## src/rtl/kbd_scancode_decoder.sv

```systemverilog
// PS/2 Set-2 scan-code decoder: E0/F0 prefix FSM turning received bytes into key make/break events.
// Latency: one cycle; every output is registered and pulses appear the cycle after the causing din_new.
// No backpressure: a byte is consumed whenever din_new is high. Optional KBD_REPEAT_FILTER_EN drops typematic repeats.
module kbd_scancode_decoder #(
  parameter int TIMEOUT_CYCLES = 100000,
  parameter int ERR_CNT_W      = 8
) (
  input  logic                 clk,
  input  logic                 resetN,
  input  logic [7:0]           din,
  input  logic                 din_new,
  input  logic                 parity_ok,
  output logic [8:0]           key_code,
  output logic                 make,
  output logic                 key_valid,
  output logic                 parity_err,
  output logic                 proto_err,
  output logic [ERR_CNT_W-1:0] err_cnt
);

  localparam int CNT_W = (TIMEOUT_CYCLES > 2) ? $clog2(TIMEOUT_CYCLES) : 1;
  // Compare against TIMEOUT_CYCLES-2 so the counter register is about to reach TIMEOUT_CYCLES-1 on the abort edge.
  localparam logic [CNT_W-1:0] TO_LAST = CNT_W'(TIMEOUT_CYCLES - 2);

  typedef enum logic [1:0] {
    IDLE_ST    = 2'd0,
    EXT_ST     = 2'd1,
    BRK_ST     = 2'd2,
    EXT_BRK_ST = 2'd3
  } state_t;

  state_t           state, state_nxt;
  logic [CNT_W-1:0] to_cnt;
  logic             timeout_hit;
  logic             ignored;
  logic             emit;
  logic             emit_make;
  logic [8:0]       emit_code;
  logic             emit_ok;
  logic             perr_nxt;
  logic             proto_nxt;

  assign timeout_hit = (state != IDLE_ST) && (to_cnt == TO_LAST);

  // Bytes that carry no key information (ACK, BAT, echo, resend, pause prefix, errors)
  always_comb begin
    ignored = 1'b0;
    case (din)
      8'h00, 8'hAA, 8'hE1, 8'hEE, 8'hFA, 8'hFE, 8'hFF: ignored = 1'b1;
      default:                                          ignored = 1'b0;
    endcase
  end

  // Next-state and event decode; bad parity beats everything, an arriving byte beats a timeout
  always_comb begin
    state_nxt = state;
    emit      = 1'b0;
    emit_make = 1'b0;
    emit_code = {1'b0, din};
    perr_nxt  = 1'b0;
    proto_nxt = 1'b0;
    if (din_new) begin
      if (!parity_ok) begin
        perr_nxt  = 1'b1;
        state_nxt = IDLE_ST;
      end else if (!ignored) begin
        case (state)
          IDLE_ST: begin
            if (din == 8'hE0)      state_nxt = EXT_ST;
            else if (din == 8'hF0) state_nxt = BRK_ST;
            else begin
              emit      = 1'b1;
              emit_make = 1'b1;
            end
          end
          EXT_ST: begin
            if (din == 8'hF0)      state_nxt = EXT_BRK_ST;
            else if (din != 8'hE0) begin
              emit      = 1'b1;
              emit_make = 1'b1;
              emit_code = {1'b1, din};
              state_nxt = IDLE_ST;
            end
          end
          BRK_ST: begin
            if (din == 8'hE0) begin
              proto_nxt = 1'b1;
              state_nxt = EXT_ST;
            end else if (din != 8'hF0) begin
              emit      = 1'b1;
              state_nxt = IDLE_ST;
            end
          end
          EXT_BRK_ST: begin
            if (din == 8'hE0) begin
              proto_nxt = 1'b1;
              state_nxt = EXT_ST;
            end else if (din != 8'hF0) begin
              emit      = 1'b1;
              emit_code = {1'b1, din};
              state_nxt = IDLE_ST;
            end
          end
          default: state_nxt = IDLE_ST;
        endcase
      end
    end else if (timeout_hit) begin
      proto_nxt = 1'b1;
      state_nxt = IDLE_ST;
    end
  end

`ifdef KBD_REPEAT_FILTER_EN
  logic [8:0] held_code;
  logic       held_valid;

  // A make matching the currently held key is an auto-repeat and is swallowed
  always_comb begin
    emit_ok = emit;
    if (emit && emit_make && held_valid && (held_code == emit_code)) emit_ok = 1'b0;
  end

  // Track the most recently pressed key until its release
  always_ff @(posedge clk or negedge resetN) begin
    if (!resetN) begin
      held_code  <= '0;
      held_valid <= 1'b0;
    end else if (emit_ok && emit_make) begin
      held_code  <= emit_code;
      held_valid <= 1'b1;
    end else if (emit && !emit_make && (held_code == emit_code)) begin
      held_valid <= 1'b0;
    end
  end
`else
  // Every decoded make is forwarded
  always_comb emit_ok = emit;
`endif

  // State register
  always_ff @(posedge clk or negedge resetN) begin
    if (!resetN) state <= IDLE_ST;
    else         state <= state_nxt;
  end

  // Inter-byte timeout counter, idle-cleared and restarted by each byte
  always_ff @(posedge clk or negedge resetN) begin
    if (!resetN)                          to_cnt <= '0;
    else if (din_new || state == IDLE_ST) to_cnt <= '0;
    else                                  to_cnt <= to_cnt + CNT_W'(1);
  end

  // Registered event and error outputs; err_cnt moves together with its pulse
  always_ff @(posedge clk or negedge resetN) begin
    if (!resetN) begin
      key_code   <= '0;
      make       <= 1'b0;
      key_valid  <= 1'b0;
      parity_err <= 1'b0;
      proto_err  <= 1'b0;
      err_cnt    <= '0;
    end else begin
      key_valid  <= emit_ok;
      parity_err <= perr_nxt;
      proto_err  <= proto_nxt;
      if (emit_ok) begin
        key_code <= emit_code;
        make     <= emit_make;
      end
      if ((perr_nxt || proto_nxt) && (err_cnt != {ERR_CNT_W{1'b1}}))
        err_cnt <= err_cnt + ERR_CNT_W'(1);
    end
  end

endmodule

```

## config.mk

```make
export PLATFORM = sky130hd
export DESIGN_NAME = kbd_scancode_decoder
export DESIGN_NICKNAME = d
export VERILOG_FILES = /design/src/rtl/kbd_scancode_decoder.sv
export SDC_FILE = /design/constraint.sdc
export NUM_CORES = 1
export LEC_CHECK = 0
export ABC_AREA = 1
export CORE_MARGIN = 1
export CORE_UTILIZATION = 63
export DETAILED_ROUTE_END_ITERATION = 12
export DONT_BUFFER_PORTS = 1
export GPL_TIMING_DRIVEN = 0
export PLACE_DENSITY = 0.75
export SLEW_MARGIN = 10
export SYNTH_ARGS = -nofsm -noshare
export SYNTH_HDL_FRONTEND = slang
export SYNTH_SLANG_ARGS = --single-unit
```

## constraint.sdc

```tcl
create_clock -name clk -period 1.69 [get_ports clk]
set_input_delay 0.338 -clock clk [delete_from_list [all_inputs] [get_ports clk]]
set_output_delay 0.338 -clock clk [all_outputs]
set_load 0.05 [all_outputs]
```

After elaboration in Yosys (flattened, before gate mapping)
Cells that the tools add are included.

Flip-flop bits (word level): 40. Input port bits: 12. Logic and storage cells: 83.

Add/sub/neg operators: 2. Equal/unequal tests: 19. Muxes and demuxes: 43. Reductions and logical operators: 11.

Operator list (number): 8-bit equality test (second input constant) (8); 9-bit 2-to-1 mux (7); 8-bit != test (second input constant) (3); 1-bit 2-to-1 mux (21); 2-bit 2-to-1 mux (10); 9-bit case mux with 2 select lines (1); 17-bit by 1-bit adder with 17-bit output (second input constant) (1); 17-bit equality test (second input constant) (1); 17-bit 2-to-1 mux (1); 5-bit != test (second input constant) (2); 8-bit by 1-bit adder with 8-bit output (second input constant) (1); 8-bit zero test (1); 7-bit OR reduction (1); 2-bit case mux with 3 select lines (1); 5-bit by 3-bit != test with 1-bit output (second input constant) (1); 5-bit AND reduction (1); 2-bit equality test (second input constant) (2); 2-bit nonzero test (2); 3-bit != test (second input constant) (1); 1-bit case mux with 3 select lines (1); 2-bit by 1-bit equality test with 1-bit output (second input constant) (1); 1-bit logical AND (2); 2-bit zero test (1); 1-bit logical OR (2); other kinds (2) (2).

Depth between registers and ports, before layout
Depth after elaboration: 8. Gate-level depth with buffers: 11. Gate-level depth less buffers: 11.

Worst setup path before layout
No wires, ideal clock.

Path type: reg-to-reg. From: reg err_cnt[0]. To: reg err_cnt[3]. Arrival: 1.725 ns. Required time: 1.572 ns. Path slack: -0.153 ns. Stages on the path, launching flop included: 9. Period minus slack after synthesis: 1.843 ns. Cells stage by stage: dfrtp_1 ha_1 nand3_1 nor3b_2 nand3_1 nand2_2 clkinv_1 nand2_1 nand2_1.

Word-level cells in the longest chain between the ends: 2.

RTL lines: start, declared (line 18) `output logic [ERR_CNT_W-1:0] err_cnt`; start signal, assigned (line 171) `err_cnt <= err_cnt + ERR_CNT_W'(1);`; parallel branches: the longest is 2 deep, another holds 8-bit by 1-bit adder with 8-bit output.

Parallel ways; which one is timed is not known. A chain may end at the register's enable or synchronous reset.

Worst setup path after layout
From: reg err_cnt[1]. To: reg err_cnt[4].

The elaborated chain is that of the path after synthesis.

==> results by group <==
Status
  – Status: finished, violations left
  – Failing checks: setup timing

Hold path
  – Tightest Hold Check Type: in2reg
  – Hold depth: 1

Placement
  – Place WS: -0.190 ns
  – Port Buffers: 0
  – Placed inst area: 2320 sq um
  – Post-DP HPWL: 3160 um
  – RePlAce Congestion: 0.866

Floorplan
  – DIE AREA: 3840 sq um
  – Chip height: 62.0 um
  – Ports: 33
  – Floorplan row count: 21
  – CORE AREA: 3390 sq um
  – Initial Utilization: 66.8%
  – Width of the chip: 62.0 um

Setup path
  – Max stage delay on crit path: 0.59 ns
  – Worst-path maximum fanout: 5
  – Crit end category: flip-flop
  – Crit Path Category: reg2reg
  – Critical path arrival: 2.04 ns
  – Worst R2R Path Depth: 8
  – Worst-path cell chain: ha_4 > nand3_4 > nor3b_2 > nand3_1 > nand2_2 > clkinv_4 > nand2_2 > nand2_2
  – CP max-delay cell: dfrtp_2
  – Critical path data required time: 1.96 ns
  – Crit path top cell by count: nand2_2
  – Crit path launch type: flip-flop

STA
  – RSZ-0062 raised after global routing: yes
  – Fmax: 566 MHz
  – Setup total negative slack: -0.501 ns
  – Final Skew: 0.0112 ns
  – Final worst path period need: 1.77 ns
  – Max_slew headroom: 58.8%
  – Fin crit share: 105%
  – Fin. Hold Viols: 0
  – Slew Viols, Final: 0
  – Endpoints failing setup: 8
  – Worst-Margin Slew: 0.618 ns
  – Final worst setup slack: -0.0768 ns

Global route
  – GR Overflow Total: 0
  – Initial antenna violation count: 0
  – Vias in the first global route: 1,666
  – Largest net degree at the start of global routing: 41
  – All-Layer GR Usage: 25.5%
  – First-pass GRT wire length: 7070 um

Synth
  – Most area-consuming cells after synthesis: dfrtp_1, nand2_1, nor2_1, inv_1, nand3_1
  – Synthesized net count: 305
  – Synth cell types: 29
  – Cell Area, Synth: 2260 sq um
  – Syn Area/Cell: 7.81 sq um
  – Cell count after synthesis: 290
  – Synth warnings: 0
  – Share of the synthesized area in the top cell type: 44.2%
  – Synth area leader: dfrtp_1
  – Register area share after synthesis: 44.2%
  – Seq cells post-synth: 40

Clock tree
  – CTS Sinks: 40
  – Clk buf depth: 2
  – Htree depth: 2
  – Clock transition at path regs: 0.13 ns
  – Worst skew pair latency: 0.36 ns
  – Root Driver: clkbuf_4
  – CTS tree: done
  – Num CTS Buffers: 5

Route
  – Vias per cell: 5.38
  – Vias: 1,919
  – Initial DRC Count: 122
  – Wire length per cell: 13.2 um
  – Drt first pass iters: 4
  – Final wirelength: 4720 um
  – # DRC: 0
  – Remaining antenna violation count after routing: 0

Finish
  – Net count, final: 325
  – Final core occ: 76.9%
  – ANT cells: 0
  – Area Overhead vs Synth: 15.0%
  – Fin area: 2610 sq um
  – Layout cells sized above 1: 23.8%

Power and ir drop
  – Clk network pwr share: 26.7%
  – Lkg Pwr: 1.18 nW
  – P_int: 1.50 mW
  – VDD IR max: 0.544 mV
  – Pwr dens: 927 nW/um^2
  – Net Sw Frac: 37.9%
  – Comb pwr share: 13.8%
  – Switch Pwr: 915 uW
  – Sequential power share: 59.5%

Run
  – MaxCap Viol Count: 0
-- per-layer routing --
| metal | GRT usage [%] | up-vias | part of all wire (%) |
|---|---|---|---|
| li1 | - | 954 | - |
| met1 | 33.9 | 907 | 46 |
| met2 | 41.5 | 52 | 48 |
| met3 | 6.83 | 6 | 5.8 |
| met4 | 6.67 | 0 | 1.0 |
| met5 | 0 | - | 0 |
-- placed cells by master, fill, tap and decap left out, drive strengths merged --
cell | Yosys | layout
ha | 3 | 3
dfrtp | 40 | 40
clkbuf | 0 | 5
clkinvlp | 0 | 1
o21ai | 13 | 13
nor4 | 1 | 1
o21a | 1 | 1
nor3 | 6 | 6
xor2 | 4 | 4
a211oi | 1 | 1
nand3 | 21 | 21
nand2 | 73 | 73
clkinv | 1 | 2
inv | 38 | 38
buf | 2 | 14
bufinv | 0 | 1
xnor2 | 5 | 5
nor2 | 56 | 56
dlygate4sd3 | 0 | 1
nand4 | 6 | 6
nor3b | 1 | 1
a21oi | 18 | 18
-- per-stage QoR --
| stage | hold slack [ns] | total power, mW | std cells |
|---|---|---|---|
| floorplan | 0.0424 | 1.63 | 290 |
| global placement | 0.0431 | 1.67 | 336 |
| detailed placement | 0.0433 | 1.69 | 336 |
| CTS | 0.0354 | 2.40 | 351 |
| global route | 0.0252 | 2.52 | 357 |
| finish | 0.0433 | 2.42 | 357 |
-- flip-flops by register name, summed over array words and instances (netlist names) --
register and count:
err_cnt 8, key_valid 1, proto_err 1, key_code 9, make 1, state 2, to_cnt 17, parity_err 1
-- critical path: cells and delay by family (launching register included) --
family	cells	cell delay, ns
flops	1	0.59
simple gates	6	0.77
fa+ha+maj	1	0.21
buf+inv	1	0.10
-- logic make-up (layout without fill, tap and decap cells) --
kind of cell / count (synthesis) / count (layout) / synth area share, %
buffers and inverters: 41 / 62 / 7.84
and+or+nand+nor: 164 / 164 / 33.6
xor gates and xnor gates: 9 / 9 / 3.48
DFF: 40 / 40 / 44.2
adders and majority gates: 3 / 3 / 1.66
AOI/OAI and AO/OA: 33 / 33 / 9.17
-- cells in the mapped netlist, drive strengths merged --
cell type	number
nand2	73
nor2	56
dfrtp	40
inv	38
nand3	21
a21oi	18
o21ai	13
nand4	6
nor3	6
xnor2	5
xor2	4
ha	3
buf	2
a211oi	1
clkinv	1
nor3b	1
nor4	1
o21a	1
-- power by group through the flow --
stage                     combinational [mW]  clock [mW]  sequential [mW]
after floorplan                        0.218           0             1.41
after global placement                 0.243           0             1.43
after detailed placement               0.253           0             1.43
after CTS                              0.308       0.657             1.43
after global routing                   0.377       0.687             1.46
final                                  0.334       0.645             1.44
-- cell type report --
cell class / instances / area [sq um]
clock inverters: 3 / 42.5
inverters: 39 / 151
flip-flops and latches: 40 / 1010
clock buffers: 5 / 37.5
fillers: 258 / 785
well taps: 46 / 57.6
plain buffers: 2 / 31.3
multi-input cells: 209 / 1160
repair buffers: 13 / 116
-- final timing paths --
| path | end | slack (ns) | start |
|---|---|---|---|
| worst max-delay path | err_cnt[4] | -0.08 | err_cnt[1] |
| worst min-delay path | parity_err | 0.04 | parity_ok |
| worst max register to register | err_cnt[4] | -0.08 | err_cnt[1] |
| worst min register to register | state[0] | 0.50 | state[0] |
| max in group asynchronous | err_cnt[0] | 1.05 | resetN |
| min in group asynchronous | err_cnt[5] | 0.42 | resetN |
-- what timing repair did --
item,CTS,global route
endpoints found under the hold margin,40,0
hold buffers,2,0
pin swaps,3,13
resized for setup,11,17
endpoints found under the setup margin,8,10
cloned,1,0
buffers inserted,4,6
(Power assumes the default switching activity.)
